File: src/rtl/fetch_queue.sv
// Instruction FIFO between fetch and decode: absorbs decode back-pressure,
// stalls fetch when full, flushes wrong-path words on a branch-fail redirect.
module fetch_queue #(
  parameter int DEPTH = 4,
  parameter int AW    = 2
) (
  input  logic          clk,
  input  logic          rst,
  input  logic [31:0]   if_pc,
  input  logic [31:0]   if_ins,
  output logic          if_stall,
  input  logic          fail,
  input  logic          id_ready,
  output logic          id_valid,
  output logic [31:0]   id_pc,
  output logic [31:0]   id_ins,
  output logic [AW:0]   count,
  output logic [15:0]   flush_cnt
);

  localparam logic [AW:0]   FULL_CNT = (AW+1)'(DEPTH);
  localparam logic [AW-1:0] PTR_ONE  = AW'(1);
  localparam logic [AW:0]   CNT_ONE  = (AW+1)'(1);

  logic [31:0] pc_mem  [DEPTH];
  logic [31:0] ins_mem [DEPTH];

  logic [AW-1:0] wr_ptr;
  logic [AW-1:0] rd_ptr;
  logic [AW:0]   count_q;
  logic [15:0]   flush_cnt_q;

  logic enq;
  logic deq;
  logic flush_hit;

  // Handshakes: fetch -> queue transfers whenever if_stall is low (fetch has
  // no valid of its own; it presents a word every non-stalled cycle).
  // Queue -> decode transfers on id_valid & id_ready. fail cancels both.
  assign if_stall  = (count_q == FULL_CNT);
  assign id_valid  = (count_q != '0);
  assign enq       = ~if_stall & ~fail;
  assign deq       = id_valid & id_ready & ~fail;
  assign flush_hit = fail & id_valid;

  assign id_pc     = id_valid ? pc_mem[rd_ptr]  : 32'h0;
  assign id_ins    = id_valid ? ins_mem[rd_ptr] : 32'h0;
  assign count     = count_q;
  assign flush_cnt = flush_cnt_q;

  // Storage carries no reset; the occupancy count decides what is visible.
  always_ff @(posedge clk) begin
    if (enq) begin
      pc_mem[wr_ptr]  <= if_pc;
      ins_mem[wr_ptr] <= if_ins;
    end
  end

  always_ff @(posedge clk or negedge rst) begin
    if (!rst) begin
      wr_ptr  <= '0;
      rd_ptr  <= '0;
      count_q <= '0;
    end else if (fail) begin
      wr_ptr  <= '0;
      rd_ptr  <= '0;
      count_q <= '0;
    end else begin
      if (enq) wr_ptr <= wr_ptr + PTR_ONE;
      if (deq) rd_ptr <= rd_ptr + PTR_ONE;
      case ({enq, deq})
        2'b10:   count_q <= count_q + CNT_ONE;
        2'b01:   count_q <= count_q - CNT_ONE;
        default: count_q <= count_q;
      endcase
    end
  end

  // Only flushes that actually discarded buffered words are counted.
  always_ff @(posedge clk or negedge rst) begin
    if (!rst) begin
      flush_cnt_q <= '0;
    end else if (flush_hit && (flush_cnt_q != 16'hFFFF)) begin
      flush_cnt_q <= flush_cnt_q + 16'd1;
    end
  end

endmodule

File: config.mk
export PLATFORM = sky130hd
export DESIGN_NAME = fetch_queue
export DESIGN_NICKNAME = d
export VERILOG_FILES = /design/src/rtl/fetch_queue.sv
export SDC_FILE = /design/constraint.sdc
export NUM_CORES = 1
export LEC_CHECK = 0
export CAP_MARGIN = 20
export CORE_UTILIZATION = 40
export DETAILED_ROUTE_END_ITERATION = 7
export MAX_ROUTING_LAYER = met4
export PLACE_DENSITY = 0.63
export SLEW_MARGIN = 20
export SYNTH_ARGS = -nofsm -noshare
export SYNTH_HDL_FRONTEND = slang
export SYNTH_SLANG_ARGS = --single-unit
File: constraint.sdc
create_clock -name clk -period 3.4 [get_ports clk]
set_clock_uncertainty 0.15 [all_clocks]
set_input_delay 0.51 -clock clk [delete_from_list [all_inputs] [get_ports clk]]
set_output_delay 0.51 -clock clk [all_outputs]
set_load 0.03 [all_outputs]
# Word-level counts from Yosys, hierarchy flattened
# Memories as Yosys holds them, arrays and structs flattened.
# Cells that the tools add are included.
[totals]
elab_cells = 36
mem_bits_rw = 256
reg_bits = 23
input_bits = 68
memories = 2
output_inout_bits = 85
[op_classes]
mux = 10
add_sub_neg = 5
n_bitwise = 6
n_eq_ne = 4
reduce_logical = 5
[mem_list]
columns = ["memory", "depth", "word_bits", "rd", "rd_ports_with_merged_regs", "wr", "line_no", "text"]
rows = [
  ["ins_mem", 4, 32, 1, 0, 1, "26", "logic [31:0] ins_mem [DEPTH];"],
  ["pc_mem", 4, 32, 1, 0, 1, "25", "logic [31:0] pc_mem [DEPTH];"],
]
[ops]
columns = ["operator", "count"]
rows = [
  ["$mux W32", 2],
  ["$add A16 B1 Y16 const B", 1],
  ["$ne A16 B16 Y1 const B", 1],
  ["$mux W2", 4],
  ["$pmux W3 S2", 1],
  ["$reduce_bool A3 Y1", 2],
  ["$add A2 B1 Y2 const B", 2],
  ["$and A1 B1 Y1", 4],
  ["$reduce_bool A2 Y1", 2],
  ["$add A3 B1 Y3 const B", 1],
  ["$eq A3 B3 Y1 const B", 1],
  ["$mux W3", 1],
  ["$sub A3 B1 Y3 const B", 1],
  ["$eq A2 B1 Y1 const B", 1],
  ["$eq A2 B2 Y1 const B", 1],
  ["$mux W1", 2],
  ["$not A1 Y1", 2],
  ["$logic_and A1 B1 Y1", 1],
]

# Depth between registers and ports, before layout
# Gate-level depths: netlist (run 1).
[logic_depth]
ltp_word = 6
depth_mapped = 6
mapped_depth_nobuf = 5

# Worst setup path after synthesis (run 1)
# OpenSTA, ideal clock, no wires.
[synth_path]
path_type = "flip-flop to flip-flop"
from = "register count_q[0] (netlist: count[0])"
to = "memory ins_mem[0][0], enable pin"
stages_incl_launch_ff = 5
arrival_time_ns = 2.596
required_time_ns = 2.821
n_path_buf = 1
setup_slack_ns = 0.225
period_less_slack_ns = 3.175
setup_time_ns = 0.429
path_cell_list = "dfrtp_1 -> buf_2 -> nor3b_2 -> nor2_1 -> and2_1"
[synth_between]
elab_chain_cells = 5
[synth_lines]
columns = ["item", "line_no", "text"]
rows = [
  ["start: declaration", "30", "logic [AW:0] count_q;"],
  ["start signal: assignment", "72", "2'b10: count_q <= count_q + CNT_ONE;"],
  ["start signal: assignment", "73", "2'b01: count_q <= count_q - CNT_ONE;"],
  ["start signal: assignment", "74", "default: count_q <= count_q;"],
  ["$eq A3 B3 Y1", "40", "assign if_stall = (count_q == FULL_CNT);"],
  ["net if_stall", "11", "output logic if_stall,"],
  ["$not A1 Y1", "42", "assign enq = ~if_stall & ~fail;"],
  ["$and A1 B1 Y1", "42", ""],
  ["$mux W1", "53", "if (enq) begin"],
  ["$mux W1 (not written as such)", "55", "ins_mem[wr_ptr] <= if_ins;"],
  ["end: declaration", "26", ""],
]
# The timed path passes the listed nets, and every way through them passes these cells.

# Worst setup path in the final report (run 1)
[layout_path]
from = "register count_q[0] (netlist: count[0])"
to = "output port id_ins[18]"
[layout_between]
elab_chain_cells = 2
[layout_lines]
columns = ["item", "line_no", "text"]
rows = [
  ["$reduce_bool A3 Y1", "41", "assign id_valid = (count_q != '0);"],
  ["$mux W32", "47", "assign id_ins = id_valid ? ins_mem[rd_ptr] : 32'h0;"],
  ["end: declaration", "16", "output logic [31:0] id_ins,"],
]
# Every way passes these cells.

==> reports/metrics.yaml, run 1 <==
die_h_um: 167
tightestPinTransition_ns: 0.530
n_antenna_cell: 0
final-hold-violation-count: 0
required_ns: 2.74
first_pass_iters: 4
max_slew_margin_pct: 64.7
clock-sinks: 279
cts_tree: "yes"
status: "finished clean"
antenna_found_initial: 0
pwr-share-comb_pct: 16.5
yosys.area_share.simple_pct: 6.79
hold_class: "in2async"
min_period_over_period_pct: 96.7
post-route-min-period_ns: 3.29
wirelength_um: 22100
hpwlAfterDp_um: 13400
startpoint_type: "register"
drc: 0
wl_met2_um: 11000
synthesis.area_um2: 10900
grt_pass1_wl_um: 34700
hold_buffers: 0
cts_buffers: 28
syn_nets: 598
gp_congestion: 0.785
grt_pass1_vias: 6165
drv_cap: 0
clock_latency_ns: 0.53
yosys.cell_types.count: 43
intPower_w: 0.00619
viasPerCell: 5.20
fp.dieW_um: 167
netlist_instances: 525
design_area_um2: 13900
avgRoutedWirePerCell_um: 20.7
ys_seq_area_share_pct: 75.6
holdWs_ns: 0.139
layout_setup_ws_ns: 0.111
vias: 5547
post-route-util_pct: 51.8
cts_buffer_depth: 3
topRoutingLayerUsed: "met4"
wl_met3_um: 1340
grtUsageTotal_pct: 16.6
syn_to_final_growth_pct: 27.5
synth_fa_ha_area_share_pct: 0.573
pre_cts_ws_ns: 0.493
start_util_pct: 40.6
io_pins: 153
clkTransAtPathRegs_ns: 0.06
path_class: "reg2out"
async_reset_ff_share_pct: 8.24
yosys_warnings: 0
grt_max_degree: 37
leakagePower_nw: 4.85
power.switching_w: 0.00203
grt.overflow.total: 0
peakVddDrop_v: 0.000429
synthMuxAreaShare_pct: 13.5
setup_viol: 0
drive_gt1_share_pct: 19.4
clkPwrFrac_pct: 34.0
synth_top_family_by_area: "multiplexers"
syn_avg_cell_area_um2: 20.8
ctsHtreeMaxLevel: 1
coreArea_um2: 26900
dpl_cell_area_um2: 13000
synth_edf_count: 256
rows: 60
end_kind: "output port"
drv_slew: 0
arrival_ns: 2.63
wl_met1_um: 9390
cts_root_buf: "clkbuf_16"
rsz0062_at_grt: "no"
synth_compound_gate_area_share_pct: 1.08
power.density_nw_per_um2: 591
seq_power_share_pct: 49.5
synthXorXnorAreaFrac_pct: 1.12
io_buffers: 152
drtAntennaViolNets: 0
drtIter0Drc: 394
max_freq_ghz: 0.304
die_area_um2: 28000
ys_ff_latch: 279
ys.flop_type: "edfxtp_1"
fin_setup_tns_ns: 0
worstPathMaxFanout: 36
swShare_pct: 24.7
fin_nets: 778
power groups by stage:
stage                     clock network (W)  registers (W)  logic [W]
after floorplan                           0        0.00418   0.000735
after global placement                    0        0.00414    0.00134
after detailed placement                  0        0.00416    0.00136
after CTS                           0.00287        0.00408    0.00139
after global routing                0.00300        0.00409    0.00145
final                               0.00280        0.00407    0.00135
kinds of logic after synthesis:
family / after synthesis
buf+inv: 30
xor+xnor: 14
mux: 67
simple gates: 114
flops: 279
compound gates: 16
fa+ha+maj: 5
final timing paths:
kind / start / end / slack [ns] / depth (start not counted)
max: count[0] / id_ins[18] / 0.11 / 4
min: rst / flush_cnt[6] / 0.14 / 1
max reg2reg: count[2] / ins_mem[2][22] / 1.22 / 4
min reg2reg: flush_cnt[13] / flush_cnt[13] / 0.37 / 1
max in group asynchronous: rst / rd_ptr[0] / 2.38 / 2
min in group clk: flush_cnt[13] / flush_cnt[13] / 0.37 / 1
repair_timing:
action                     4_1_cts  5_1_grt
pin swaps                        0        0
setup endpoints to repair       37       33
cloned                           0        0
buffers inserted                 3        1
gates resized for setup          0       21
routing by layer:
layer	up-vias	global-route usage [%]
met5	-	-
met1	2882	21.1
li1	2473	-
met4	0	3.43
met2	163	27.8
met3	29	3.43
layout by cell type, fill, tap and decap left out, types with 2 or more instances in the layout:
cell / count
edfxtp_1: 256
clkdlybuf4s50_1: 132
mux4_2: 64
and2_1: 64
clkbuf_16: 29
dfrtp_1: 20
dlymetal6s2s_1: 20
buf_4: 13
clkbuf_1: 11
nor2_1: 8
xor2_1: 8
buf_12: 8
nand4_1: 7
inv_1: 6
xnor2_1: 6
nand3_1: 5
ha_1: 5
clkinv_2: 5
and2_4: 4
o21ai_0: 4
nand2_1: 3
nor3_1: 3
nor4_1: 3
a21oi_1: 3
clkinv_1: 3
nor4_4: 2
or3_1: 2
nor2b_1: 2
a31oi_1: 2
a211oi_1: 2
clkbuf_8: 2
dfrtp_4: 2
per-stage QoR:
stage	total power, W	std cells
2_1_floorplan	0.00491	525
3_3_place_gp	0.00548	1012
3_5_place_dp	0.00552	1012
4_1_cts	0.00834	1065
5_1_grt	0.00854	1066
6_report	0.00823	1066
synthesized netlist by cell type (2+ instances only):
master	count	area, µm²
inv_1	6	22.5
nor2_1	8	30.0
dfrtp_1	23	576
o21ai_0	4	20.0
buf_4	4	30.0
ha_1	5	62.6
nor3_1	3	15.0
a21oi_1	3	15.0
nor4_4	2	42.5
or3_1	3	18.8
xor2_1	8	70.1
xnor2_1	6	52.6
nor4_1	3	18.8
nand2_1	3	11.3
clkbuf_1	11	41.3
edfxtp_1	256	7690
nor2b_1	2	12.5
nand4_1	7	43.8
a31oi_1	2	12.5
and2_1	68	425
nand3_1	5	25.0
buf_2	8	40.0
a211oi_1	2	15.0
mux4_2	64	1440
final cells by class:
type / count / area (µm²)
clock inverter: 8 / 36.3
tap: 341 / 427
inverter: 6 / 22.5
sequential: 279 / 8270
fill: 2170 / 12900
clock buffer: 42 / 795
multi-input combinational: 216 / 2530
timing repair buffer: 174 / 1840
registers in the layout (all words and copies together) (netlist names):
signal,count
rd_ptr,2
wr_ptr,2
flush_cnt,16
ins_mem,128
count,3
pc_mem,128
worst max-delay path, cell delays in order, from the launching register on:
cell             delay [ns]
dfrtp_1                0.50
or3_2                  0.52
buf_4                  0.27
and2_1                 0.20
clkdlybuf4s50_1        0.59
No activity file was read; power rests on OpenSTA's default activity.
==> run 2: changes to the inputs <==
--- a/config.mk
+++ b/config.mk
@@ -9,7 +9,7 @@
 export CORE_UTILIZATION = 40
 export DETAILED_ROUTE_END_ITERATION = 7
 export MAX_ROUTING_LAYER = met4
-export PLACE_DENSITY = 0.63
+export PLACE_DENSITY_LB_ADDON = 0.12
 export SLEW_MARGIN = 20
 export SYNTH_ARGS = -nofsm -noshare
 export SYNTH_HDL_FRONTEND = slang
==> reports/metrics.yaml, run 2 (synthesized netlist as in run 1, its figures left out) <==
tightestPinTransition_ns: 0.830
leakagePower_nw: 4.85
drc: 0
cp_num_buf_inv: 2
required_ns: 2.74
drtIter0Drc: 359
clkTransAtPathRegs_ns: 0.06
cts_root_buf: "clkbuf_16"
rows: 60
fp.dieW_um: 167
n_antenna_cell: 0
io_buffers: 152
multi_input_area_um2: 2530
layout_setup_ws_ns: 0.0895
io_pins: 153
max_freq_ghz: 0.302
start_util_pct: 40.6
viasPerCell: 5.23
syn_to_final_growth_pct: 28.6
layout_commonest_cell: "edfxtp_1"
grt_pass1_wl_um: 34700
hold_class: "in2async"
wirelength_um: 22400
drive_gt1_share_pct: 19.7
first_pass_iters: 5
drtAntennaViolNets: 0
fill_cells: 2169
avgRoutedWirePerCell_um: 20.9
max_slew_margin_pct: 44.5
drv_cap: 0
layout_common_cells: "256 x edfxtp_1, 136 x clkdlybuf4s50_1, 64 x mux4_2, 64 x and2_1, 31 x clkbuf_16"
grt_max_degree: 36
worstPathMaxFanout: 15
power.density_nw_per_um2: 605
antenna_found_initial: 0
crit_family: "buffers and inverters"
coreArea_um2: 26900
grt_pass1_vias: 5996
path_class: "reg2out"
startpoint_type: "register"
seq_area_um2: 8270
cts_buffers: 30
grtUsageTotal_pct: 16.8
end_kind: "output port"
arrival_ns: 2.65
fin_setup_tns_ns: 0
grt.overflow.total: 0
peakVddDrop_v: 0.000290
clock-sinks: 279
gp_congestion: 0.720
die_h_um: 167
fin_nets: 779
post-route-min-period_ns: 3.31
min_period_over_period_pct: 97.4
status: "finished clean"
drv_slew: 0
setup_viol: 0
cpPeakStageDelay_ns: 0.59
cts_tree: "yes"
hpwlAfterDp_um: 13300
die_area_um2: 28000
vias: 5604
ctsHtreeMaxLevel: 1
final-hold-violation-count: 0
p_total_w: 0.00850
rsz0062_at_grt: "no"
crit_chain: "bufbuf_16, mux4_2, and2_1, clkdlybuf4s50_1"
cts_buffer_depth: 3
hold_buffers: 0
clock_latency_ns: 0.54
cp_slowest_cell: "clkdlybuf4s50_1"
pre_cts_ws_ns: 0.497
[run 2: cell types whose count changed in the layout (fill, tap and decap cells not counted), moves of 2 or more]
cell / delta
clkbuf_1: -7
dlymetal6s2s_1: -4
buf_16: +2
clkdlybuf4s50_1: +4
clkbuf_8: -2
clkbuf_16: +2
buf_12: -2
clkinv_1: +9
bufinv_16: +2
[run 2: timing repair]
item / in CTS / in global routing
gates cloned: 1 / 0
pin swaps: 0 / 0
gates resized for setup: 2 / 17
setup endpoints to repair: 58 / 48
buffers inserted: 3 / 0
[run 2: path summary, 6_finish.rpt]
check | end | from | slack, ns | depth (start not counted)
setup / recovery | id_ins[19] | rd_ptr[0] | 0.09 | 4
hold / removal | flush_cnt[11] | rst | 0.30 | 1
setup reg to reg | ins_mem[3][25] | count[2] | 1.24 | 4
hold reg to reg | flush_cnt[6] | flush_cnt[6] | 0.37 | 1
max in group asynchronous | flush_cnt[4] | rst | 2.17 | 2
min in group clk | flush_cnt[6] | flush_cnt[6] | 0.37 | 1
[run 2: metal layers]
| metal | vias to the layer above | track usage, % | share of wire (%) |
|---|---|---|---|
| li1 | 2482 | - | - |
| met1 | 2910 | 21.6 | 43 |
| met2 | 172 | 27.4 | 49 |
| met3 | 40 | 3.17 | 5.4 |
| met4 | 0 | 4.59 | 2.6 |
| met5 | - | - | 0 |
[run 2: per-stage QoR]
stage	utilization, %	cells	instance area [µm²]	hold slack [ns]
final	52.3	1071	14000	0.301
after global routing	52.3	1071	14000	0.376
after CTS	52.1	1071	14000	0.321
after detailed placement	48.3	1011	13000	0.363
after global placement	48.3	1011	13000	0.349
after floorplan	-	525	10900	0.0644
[run 2: layout make-up]
class,count,area share [%]
repair buffers,173,13.2
multi-input cells,216,18.0
clock inverters,21,1.02
inverters,6,0.160
clock buffers,35,5.63
flip-flops and latches,279,58.9
well taps,341,3.04
[run 2: report_power, final]
group / switching [W] / leakage [nW] / total (W) / internal (W)
logic: 0.000735 / 1.75 / 0.00138 / 0.000645
registers: 0.000105 / 2.65 / 0.00407 / 0.00396
clock network: 0.00126 / 0.457 / 0.00305 / 0.00180
==> run 3: changes to the inputs <==
--- a/config.mk
+++ b/config.mk
@@ -6,6 +6,8 @@
 export NUM_CORES = 1
 export LEC_CHECK = 0
 export CAP_MARGIN = 20
+export CELL_PAD_IN_SITES_DETAIL_PLACEMENT = 0
+export CELL_PAD_IN_SITES_GLOBAL_PLACEMENT = 1
 export CORE_UTILIZATION = 40
 export DETAILED_ROUTE_END_ITERATION = 7
 export MAX_ROUTING_LAYER = met4
==> reports/metrics.yaml, run 3 (synthesized netlist as in run 1, its figures left out) <==
fill_cells: 2166
final-hold-violation-count: 0
syn_to_final_growth_pct: 29.3
hold_class: "in2async"
cts_buffer_depth: 3
cp_slowest_cell: "clkdlybuf4s50_1"
antenna_found_initial: 3
drive_gt1_share_pct: 21.0
post-route-min-period_ns: 3.32
tightestPinTransition_ns: 0.530
r2r-start: "count[1]"
r2r_cells: 4
startpoint: "count[1]"
layout_commonest_cell: "edfxtp_1"
seq_area_um2: 8270
fp.dieW_um: 167
design_area_um2: 14100
min_period_over_period_pct: 97.8
multi_input_area_um2: 2530
ctsHtreeMaxLevel: 1
arrival_ns: 2.66
io_pins: 153
clock_latency_ns: 0.55
die_h_um: 167
peakVddDrop_v: 0.000377
p_total_w: 0.00875
leakagePower_nw: 4.74
vias: 5597
required_ns: 2.74
fin_nets: 783
cts_buffers: 30
rsz0062_at_grt: "no"
dpl_cell_area_um2: 13100
drc: 0
clock-sinks: 279
cpPeakStageDelay_ns: 0.60
drv_slew: 0
rows: 60
crit_family: "buffers and inverters"
clkTransAtPathRegs_ns: 0.06
layout_common_cells: "256 x edfxtp_1, 146 x clkdlybuf4s50_1, 64 x mux4_2, 64 x and2_1, 30 x clkbuf_16"
startpoint_type: "register"
setup_viol: 0
drtAntennaViolNets: 0
start_util_pct: 40.6
crit_chain: "or3_2, buf_12, and2_1, clkdlybuf4s50_1"
cts_root_buf: "clkbuf_16"
hpwlAfterDp_um: 13700
max_freq_ghz: 0.301
avgRoutedWirePerCell_um: 20.7
end_kind: "output port"
fin_setup_tns_ns: 0
crit_cells: 4
grt_pass1_vias: 6077
first_pass_iters: 4
wirelength_um: 22300
max_slew_margin_pct: 64.7
hold_buffers: 0
worstPathMaxFanout: 50
grt_pass1_wl_um: 35200
viasPerCell: 5.20
cts_tree: "yes"
cp_num_buf_inv: 2
io_buffers: 152
grtUsageTotal_pct: 16.9
grt_max_degree: 51
path_class: "reg2out"
coreArea_um2: 26900
power.density_nw_per_um2: 619
drtIter0Drc: 422
status: "finished clean"
grt.overflow.total: 0
drv_cap: 0
die_area_um2: 28000
gp_congestion: 0.733
run 3: cell count changes in the layout (fill, tap and decap cells not counted), moves of 4 or more:
| cell | before | now |
|---|---|---|
| clkinv_1 | 12 | 1 |
| clkbuf_1 | 4 | 8 |
| dlymetal6s2s_1 | 16 | 6 |
| clkdlybuf4s50_1 | 136 | 146 |
run 3: routing by layer:
metal | GRT usage [%] | wire, µm | vias to the layer above
met5 | - | 0 | -
met3 | 3.62 | 1260 | 32
li1 | - | - | 2493
met4 | 4.11 | 348 | 0
met1 | 22.0 | 9670 | 2904
met2 | 27.3 | 11000 | 168
run 3: through the flow:
stage | hold WS [ns] | util (%) | cells | worst slack, ns
floorplan | 0.0644 | - | 525 | 0.225
global placement | 0.355 | 48.6 | 1016 | 0.515
detailed placement | 0.352 | 48.6 | 1016 | 0.511
CTS | 0.167 | 52.4 | 1073 | 0.00119
global route | 0.202 | 52.5 | 1077 | 0.000763
finish | 0.187 | 52.5 | 1077 | 0.0751
run 3: repair_timing:
item / CTS / global route
setup endpoints to repair: 50 / 19
resized for setup: 0 / 7
buffers inserted: 2 / 1
run 3: path summary, 6_finish.rpt:
| check | end | slack (ns) |
|---|---|---|
| setup / recovery | id_ins[22] | 0.08 |
| hold / removal | wr_ptr[1] | 0.19 |
| setup reg to reg | ins_mem[0][19] | 1.15 |
| hold reg to reg | flush_cnt[13] | 0.36 |
| max in group asynchronous | rd_ptr[0] | 2.62 |
| min in group clk | flush_cnt[13] | 0.36 |
run 3: final cells by class:
| cell class | instances | area share, % |
|---|---|---|
| Antenna cell | 3 | 0.0532 |
| Inverter | 6 | 0.160 |
| Sequential cell | 279 | 58.6 |
| Clock buffer | 38 | 5.53 |
| Multi-Input combinational cell | 216 | 17.9 |
| Tap cell | 341 | 3.02 |
| Timing Repair Buffer | 177 | 13.1 |
| Clock inverter | 17 | 1.65 |
run 3: power by group:
group          switching [W]  internal, W  leakage, nW  total (W)
clock network        0.00128      0.00201        0.491    0.00329
logic               0.000736     0.000643         1.61    0.00138
registers           0.000112      0.00396         2.65    0.00407
